[src/rtl/serial_adder_if.sv]
// Operand/request and result/flag bundle for the bit-serial add/subtract unit.
// The requester drives the master side and the adder is the slave.
interface serial_adder_if #(
    parameter int WIDTH = 64
);
    logic             start;
    logic [WIDTH-1:0] A;
    logic [WIDTH-1:0] B;
    logic             sub;
    logic             busy;
    logic             done;
    logic [WIDTH-1:0] result;
    logic             negative;
    logic             zero;
    logic             carry_out;
    logic             overflow;

    modport master (
        output start, A, B, sub,
        input  busy, done, result, negative, zero, carry_out, overflow
    );

    modport slave (
        input  start, A, B, sub,
        output busy, done, result, negative, zero, carry_out, overflow
    );
endinterface

[src/rtl/serial_adder.sv]
// Bit-serial WIDTH-bit add/subtract, LSB first, one full-adder cell and one carry flop.
// The result and the N/Z/C/V flags are registered and change only on completion or reset.
//
// state | meaning
// IDLE  | waiting for start; result/flags hold
// RUN   | one operand bit per clock, WIDTH clocks
// DONE  | one-cycle done pulse; start here restarts without a gap
module serial_adder #(
    parameter int WIDTH = 64
) (
    input  logic           clk,
    input  logic           reset_n,
    serial_adder_if.slave  bus
);
    localparam int CW = (WIDTH > 2) ? $clog2(WIDTH) : 1;

    typedef enum logic [1:0] {IDLE, RUN, DONE} state_t;

    state_t           state_q, state_d;
    logic [WIDTH-1:0] sa_q, sa_d;
    logic [WIDTH-1:0] sb_q, sb_d;
    logic [WIDTH-1:0] sr_q, sr_d;
    logic             carry_q, carry_d;
    logic             cin_msb_q, cin_msb_d;
    logic [CW-1:0]    cnt_q, cnt_d;
    logic [WIDTH-1:0] result_q, result_d;
    logic             neg_q, neg_d;
    logic             zero_q, zero_d;
    logic             cout_q, cout_d;
    logic             ovf_q, ovf_d;
    logic             fa_s, fa_c;
    logic [WIDTH-1:0] sr_shift;

    // Full-adder cell on the current LSBs and the carry flop.
    assign fa_s     = sa_q[0] ^ sb_q[0] ^ carry_q;
    assign fa_c     = (sa_q[0] & sb_q[0]) | (sa_q[0] & carry_q) | (sb_q[0] & carry_q);
    assign sr_shift = {fa_s, sr_q[WIDTH-1:1]};

    always_ff @(posedge clk) begin
        if (!reset_n) begin
            state_q   <= IDLE;
            sa_q      <= '0;
            sb_q      <= '0;
            sr_q      <= '0;
            carry_q   <= 1'b0;
            cin_msb_q <= 1'b0;
            cnt_q     <= '0;
            result_q  <= '0;
            neg_q     <= 1'b0;
            zero_q    <= 1'b0;
            cout_q    <= 1'b0;
            ovf_q     <= 1'b0;
        end else begin
            state_q   <= state_d;
            sa_q      <= sa_d;
            sb_q      <= sb_d;
            sr_q      <= sr_d;
            carry_q   <= carry_d;
            cin_msb_q <= cin_msb_d;
            cnt_q     <= cnt_d;
            result_q  <= result_d;
            neg_q     <= neg_d;
            zero_q    <= zero_d;
            cout_q    <= cout_d;
            ovf_q     <= ovf_d;
        end
    end

    always_comb begin
        state_d   = state_q;
        sa_d      = sa_q;
        sb_d      = sb_q;
        sr_d      = sr_q;
        carry_d   = carry_q;
        cin_msb_d = cin_msb_q;
        cnt_d     = cnt_q;
        result_d  = result_q;
        neg_d     = neg_q;
        zero_d    = zero_q;
        cout_d    = cout_q;
        ovf_d     = ovf_q;

        case (state_q)
            IDLE, DONE: begin
                state_d = IDLE;
                if (bus.start) begin
                    // Subtract is A + ~B + 1: invert B here and seed the carry with 1.
                    sa_d    = bus.A;
                    sb_d    = bus.B ^ {WIDTH{bus.sub}};
                    sr_d    = '0;
                    carry_d = bus.sub;
                    cnt_d   = '0;
                    state_d = RUN;
                end
            end
            RUN: begin
                sr_d    = sr_shift;
                sa_d    = sa_q >> 1;
                sb_d    = sb_q >> 1;
                carry_d = fa_c;
                cnt_d   = cnt_q + 1'b1;
                if (cnt_q == CW'(WIDTH - 2)) begin
                    cin_msb_d = fa_c;
                end
                if (cnt_q == CW'(WIDTH - 1)) begin
                    result_d = sr_shift;
                    neg_d    = fa_s;
                    zero_d   = (sr_shift == '0);
                    cout_d   = fa_c;
                    ovf_d    = fa_c ^ cin_msb_q;
                    state_d  = DONE;
                end
            end
            default: state_d = IDLE;
        endcase
    end

    assign bus.busy      = (state_q == RUN);
    assign bus.done      = (state_q == DONE);
    assign bus.result    = result_q;
    assign bus.negative  = neg_q;
    assign bus.zero      = zero_q;
    assign bus.carry_out = cout_q;
    assign bus.overflow  = ovf_q;
endmodule

[src/flat_wrapper.sv]
// flat-port wrapper written by rule: the top's interface ports become plain ports
module serial_adder_flat 
#(
    parameter int WIDTH = 64
)
  (clk, reset_n, bus_start, bus_A, bus_B, bus_sub, bus_busy, bus_done, bus_result, bus_negative, bus_zero, bus_carry_out, bus_overflow);
  serial_adder_if #(.WIDTH(WIDTH)) bus_i ();
  input  logic clk;
  input  logic reset_n;
  input wire logic [$bits(bus_i.start)-1:0] bus_start;
  input wire logic [$bits(bus_i.A)-1:0] bus_A;
  input wire logic [$bits(bus_i.B)-1:0] bus_B;
  input wire logic [$bits(bus_i.sub)-1:0] bus_sub;
  output wire logic [$bits(bus_i.busy)-1:0] bus_busy;
  output wire logic [$bits(bus_i.done)-1:0] bus_done;
  output wire logic [$bits(bus_i.result)-1:0] bus_result;
  output wire logic [$bits(bus_i.negative)-1:0] bus_negative;
  output wire logic [$bits(bus_i.zero)-1:0] bus_zero;
  output wire logic [$bits(bus_i.carry_out)-1:0] bus_carry_out;
  output wire logic [$bits(bus_i.overflow)-1:0] bus_overflow;
  assign bus_i.start = bus_start;
  assign bus_i.A = bus_A;
  assign bus_i.B = bus_B;
  assign bus_i.sub = bus_sub;
  assign bus_busy = bus_i.busy;
  assign bus_done = bus_i.done;
  assign bus_result = bus_i.result;
  assign bus_negative = bus_i.negative;
  assign bus_zero = bus_i.zero;
  assign bus_carry_out = bus_i.carry_out;
  assign bus_overflow = bus_i.overflow;
  serial_adder #(.WIDTH(WIDTH)) u_core (.clk(clk), .reset_n(reset_n), .bus(bus_i));
endmodule
[config.mk]
export PLATFORM = sky130hd
export DESIGN_NAME = serial_adder_flat
export DESIGN_NICKNAME = d
export VERILOG_FILES = /design/src/rtl/serial_adder_if.sv /design/src/rtl/serial_adder.sv /design/src/flat_wrapper.sv
export SDC_FILE = /design/constraint.sdc
export NUM_CORES = 1
export LEC_CHECK = 0
export CAP_MARGIN = 20
export CORE_ASPECT_RATIO = 1.5
export CORE_MARGIN = 3
export CORE_UTILIZATION = 29
export CTS_BUF_LIST = sky130_fd_sc_hd__clkbuf_2 sky130_fd_sc_hd__clkbuf_4 sky130_fd_sc_hd__clkbuf_8
export CTS_CLUSTER_SIZE = 12
export DETAILED_ROUTE_END_ITERATION = 10
export PLACE_DENSITY = 0.58
export SLEW_MARGIN = 10
export SYNTH_ARGS = -nofsm -noshare
export SYNTH_HDL_FRONTEND = slang
export SYNTH_SLANG_ARGS = --single-unit
[constraint.sdc]
create_clock -name clk -period 2.2 [get_ports clk]
set_input_delay 0.44 -clock clk [delete_from_list [all_inputs] [get_ports clk]]
set_output_delay 0.44 -clock clk [all_outputs]
set_load 0.05 [all_outputs]
==> Yosys cells after proc, flatten, opt, wreduce, memory -nomap -nowiden <==
Cells that the tools add are included.
{ "totals": {"reg_bits": 270, "in_bits": 132, "out_inout_bits": 70, "word_cells": 48} }
{ "op_classes": {"add_sub_neg": 1, "n_eq_ne": 6, "n_mux": 13, "bitwise_logic": 9, "n_reduce_logical": 7} }
{ "op_table": {"columns": ["operator", "n"], "rows": [
  ["one-hot mux 64 bit (2 select lines)", 3],
  ["2-to-1 mux 64 bit", 3],
  ["logical NOT 64 bit", 1],
  ["bitwise XOR 64 bit", 1],
  ["== test 6 bit (second input constant)", 2],
  ["one-hot mux 6 bit (2 select lines)", 1],
  ["adder 6 x 1 -> 6 bit (second input constant)", 1],
  ["2-to-1 mux 6 bit", 1],
  ["AND reduction 2 bit", 3],
  ["one-hot mux 2 bit (2 select lines)", 1],
  ["AND 1 bit", 3],
  ["bitwise XOR 1 bit", 3],
  ["== test 2 x 1 -> 1 bit (second input constant)", 1],
  ["== test 2 bit (second input constant)", 1],
  ["logical NOT 2 bit", 1],
  ["2-to-1 mux 1 bit", 2],
  ["2-to-1 mux 2 bit", 1],
  ["inequality test 2 x 1 -> 1 bit (second input constant)", 1],
  ["inequality test 2 bit (second input constant)", 1],
  ["OR 1 bit", 2],
  ["one-hot mux 1 bit (2 select lines)", 1],
  ["nonzero test 2 bit", 1],
  ["OR reduction 2 bit", 1]
]} }

==> Depth between registers and ports, before layout <==
{ "depth": {"depth_word": 4, "depth_mapped": 8, "depth_no_buf": 5} }

==> Worst setup path before layout <==
Ideal clock, no wire load.
{ "synth_timing": {"kind": "flip-flop to flip-flop", "startpoint": "reg u_core.carry_q", "endpoint": "reg u_core.zero_q (netlist: u_core.bus.zero)", "setup_time_ns": 0.070, "t_arrival_ns": 1.757, "required_ns": 2.130, "slack_ns": 0.373, "stages_incl_launch_ff": 6, "n_path_buf": 0, "period_less_slack_ns": 1.827, "path_cell_list": "dfxtp_1 -> fa_1 -> nor4_1 -> nand4_1 -> or4_1 -> a21oi_1"} }
{ "synth_via": {"elab_chain_len": 2} }
{ "synth_lines": {"columns": ["item", "line", "text"], "rows": [
  ["from (decl)", "serial_adder.sv:23", "logic carry_q, carry_d;"],
  ["from (signal assigned)", "serial_adder.sv:58", "carry_q <= carry_d;"],
  ["bitwise XOR 1 bit", "serial_adder.sv:35", "assign fa_s = sa_q[0] ^ sb_q[0] ^ carry_q;"],
  ["via u_core.fa_s", "serial_adder.sv:31", "logic fa_s, fa_c;"],
  ["logical NOT 64 bit", "serial_adder.sv:108", "zero_d = (sr_shift == '0);"],
  ["to (signal assigned)", "serial_adder.sv:63", "zero_q <= zero_d;"],
  ["to (decl)", "serial_adder.sv:28", "logic zero_q, zero_d;"]
]} }
The timed path passes the listed nets, and every way through them passes these cells.
A chain may end at the register's enable or synchronous reset.

==> Final worst setup path <==
{ "layout_timing": {"startpoint": "reg u_core.result_q[37] (netlist: u_core.bus.result[37])", "endpoint": "out bus_result[37]"} }
{ "layout_lines": {"columns": ["item", "line", "text"], "rows": [
  ["from (decl)", "serial_adder.sv:26", "logic [WIDTH-1:0] result_q, result_d;"],
  ["from (signal assigned)", "serial_adder.sv:61", "result_q <= result_d;"],
  ["to (decl)", "flat_wrapper.sv:16", "output wire logic [$bits(bus_i.result)-1:0] bus_result;"]
]} }
No word-level cell between the ends.

==> out/metrics.yaml <==
wl_mm: 28.8
seq_area_mm2: 0.00537
ys_warn_count: 0
arrival_ns: 1.69
worstSetupStartpointType: "flip-flop"
grt_max_degree: 99
path_max_fanout: 2
first_global_vias: 9126
hold_class: "in -> reg"
htreeDepth: 2
rsz0062_at_grt: "no"
yosys.area_share.adder_pct: 0.400
yosysTopAreaCell: "dfxtp_1"
synth_compound_area_share_pct: 22.8
nets: 1586
finalCriticalPeriod_ns: 2.13
cp_slowest_cell: "clkdlybuf4s50_1"
start_util_pct: 29.7
worst_pin_slew_ns: 0.605
ys_seq_area_share_pct: 47.6
num-fill-cells: 3918
synth_top_area_share_pct: 47.6
max_cap_violations: 0
syn_inst: 1281
avgViaCountPerCell: 4.75
ys_ff_latch: 268
synth_cell_types: 37
die_x_um: 167
hold_viol: 0
report.final.slew_viol_count: 0
multi_input_area_mm2: 0.00537
cts_tree: "yes"
dp.final_hpwl_mm: 19.6
clkSinkCount: 268
ant_nets: 0
gp_congestion: 0.742
endpoint_kind: "output port"
cts_buffers: 45
avgSynthCellArea_um2: 8.79
critPathTopFamily: "buffers and inverters"
p_leak_uw: 0.00543
drive_above_1_share_pct: 8.94
vdd_ir_drop_max_mv: 0.396
syn_area_mm2: 0.0113
p_per_area_mw_per_mm2: 767
track_usage_pct: 13.4
cts.root.buffer_cell: "clkbuf_8"
max_slew_margin_pct: 59.6
numPortBuffers: 201
drt_iter0_markers: 447
yosys.area_share.simple_pct: 19.2
insertion_delay_ns: 0.57
die_y_um: 247
setup_viol: 0
cts_buffer_depth: 3
synth_top_family_by_area: "compound AO/OA/AOI/OAI gates"
grt_pass1_wl_mm: 46.1
fmax_mhz: 469
path_cells: "clkdlybuf4s50_1"
synth_area_leaders: "dfxtp_1 48%, a21boi_1 13%, nand2_1 11%"
path_buf_inv: 1
num_vias: 9398
clk_pin_slew_ns: 0.06
first_pass_iters: 4
critical-path-max-stage-delay_ns: 0.80
layout_commonest_cell: "nand2_1"
post_cts_buffers: 0
outcome: "finished clean"
worst-setup-path-type: "reg -> out"
die-area_mm2: 0.0413
skew_ns: 0.0214
p_total_uw: 11400
crit_required_ns: 1.76
synthArstFlopShare_pct: 0
syn_to_final_growth_pct: 31.4
synthMuxAreaShare_pct: 0.178
synth_ff_type: "dfxtp_1"
core-area_mm2: 0.0380
layout_common_cells: "324 x nand2_1, 268 x dfxtp_1, 193 x a21boi_1"
syn_nets: 1416
antenna_found_initial: 3
reg2reg_slack_ns: 0.25
wire_per_inst_um: 14.6
pin_count: 202
synth_edf_count: 0
gr-total-overflow: 0
setup_tns_ns: 0
drc: 0
synthXorXnorAreaFrac_pct: 5.05
rows: 87
min_period_over_period_pct: 96.8
[worst paths after layout]
path	start	endpoint	cells after the start
min reg2reg	u_core.bus.carry_out	u_core.bus.carry_out	2
min	reset_n	u_core.bus.result[35]	2
max reg2reg	u_core.carry_q	u_core.bus.zero	5
max	u_core.bus.result[37]	bus_result[37]	1
[what timing repair did]
item	CTS	global route
gates resized for setup	44	6
endpoints found under the setup margin	45	6
hold buffers	0	0
[routing by layer]
metal  vias up  wire, µm  GRT usage [%]
met1      4436     11700           15.0
met2       181     15200           25.2
li1       4730         -              -
met5         -        24              0
met4         4       603           4.47
met3        47      1250           2.58
[state kept, by name, summed over array words and instances, names as in the netlist, 2 cells and up]
| register | cells |
|---|---|
| u_core.state_q | 2 |
| u_core.bus.result | 63 |
| u_core.cnt_q | 6 |
| u_core.sr_q | 63 |
| u_core.sb_q | 64 |
| u_core.sa_q | 64 |
[kinds of logic after synthesis]
group                      Yosys count
and+or+nand+nor                    496
AOI/OAI and AO/OA                  333
DFF                                268
buffers and inverters              114
xor gates and xnor gates            65
adders and majority gates            3
muxes                                2
[Yosys cell counts (all sizes together) (2+ instances only)]
| master | number |
|---|---|
| nand2 | 324 |
| dfxtp | 268 |
| a21boi | 194 |
| nor2b | 70 |
| nor2 | 67 |
| a22oi | 66 |
| xnor2 | 64 |
| a221oi | 63 |
| buf | 61 |
| clkbuf | 50 |
| nor4 | 17 |
| nand4 | 7 |
| a21oi | 3 |
| and2 | 3 |
| inv | 3 |
| ha | 2 |
| mux2i | 2 |
| nand2b | 2 |
| nand3 | 2 |
| o21ai | 2 |
[report_power, final]
group	total, µW	internal [µW]	switching (µW)	leakage (µW)
registers	5150	5040	106	0.00218
clock network	4900	2860	2040	0.000542
logic	1300	668	632	0.00271
[per-stage QoR]
step | area, µm² | util (%) | hold WS, ns | cells | worst slack (ns)
final | 14800 | 39.0 | 0.147 | 1977 | 0.0700
after global routing | 14800 | 39.0 | 0.114 | 1977 | 0.00160
after CTS | 14800 | 38.9 | 0.0881 | 1976 | 0.000237
after detailed placement | 13800 | 36.4 | 0.445 | 1894 | 0.158
after global placement | 13800 | 36.4 | 0.440 | 1894 | 0.215
after floorplan | 11300 | - | 0.435 | 1281 | 0.373
[cell type report]
class / count / share of cell area, %
diodes: 1 / 0.0169
clock buffers: 70 / 6.09
clock inverters: 13 / 0.862
inverters: 3 / 0.110
multi-input cells: 899 / 36.3
flip-flops and latches: 268 / 36.2
well taps: 489 / 4.13
repair buffers: 234 / 16.2
Note: power is estimated with default switching activity, not from simulation.
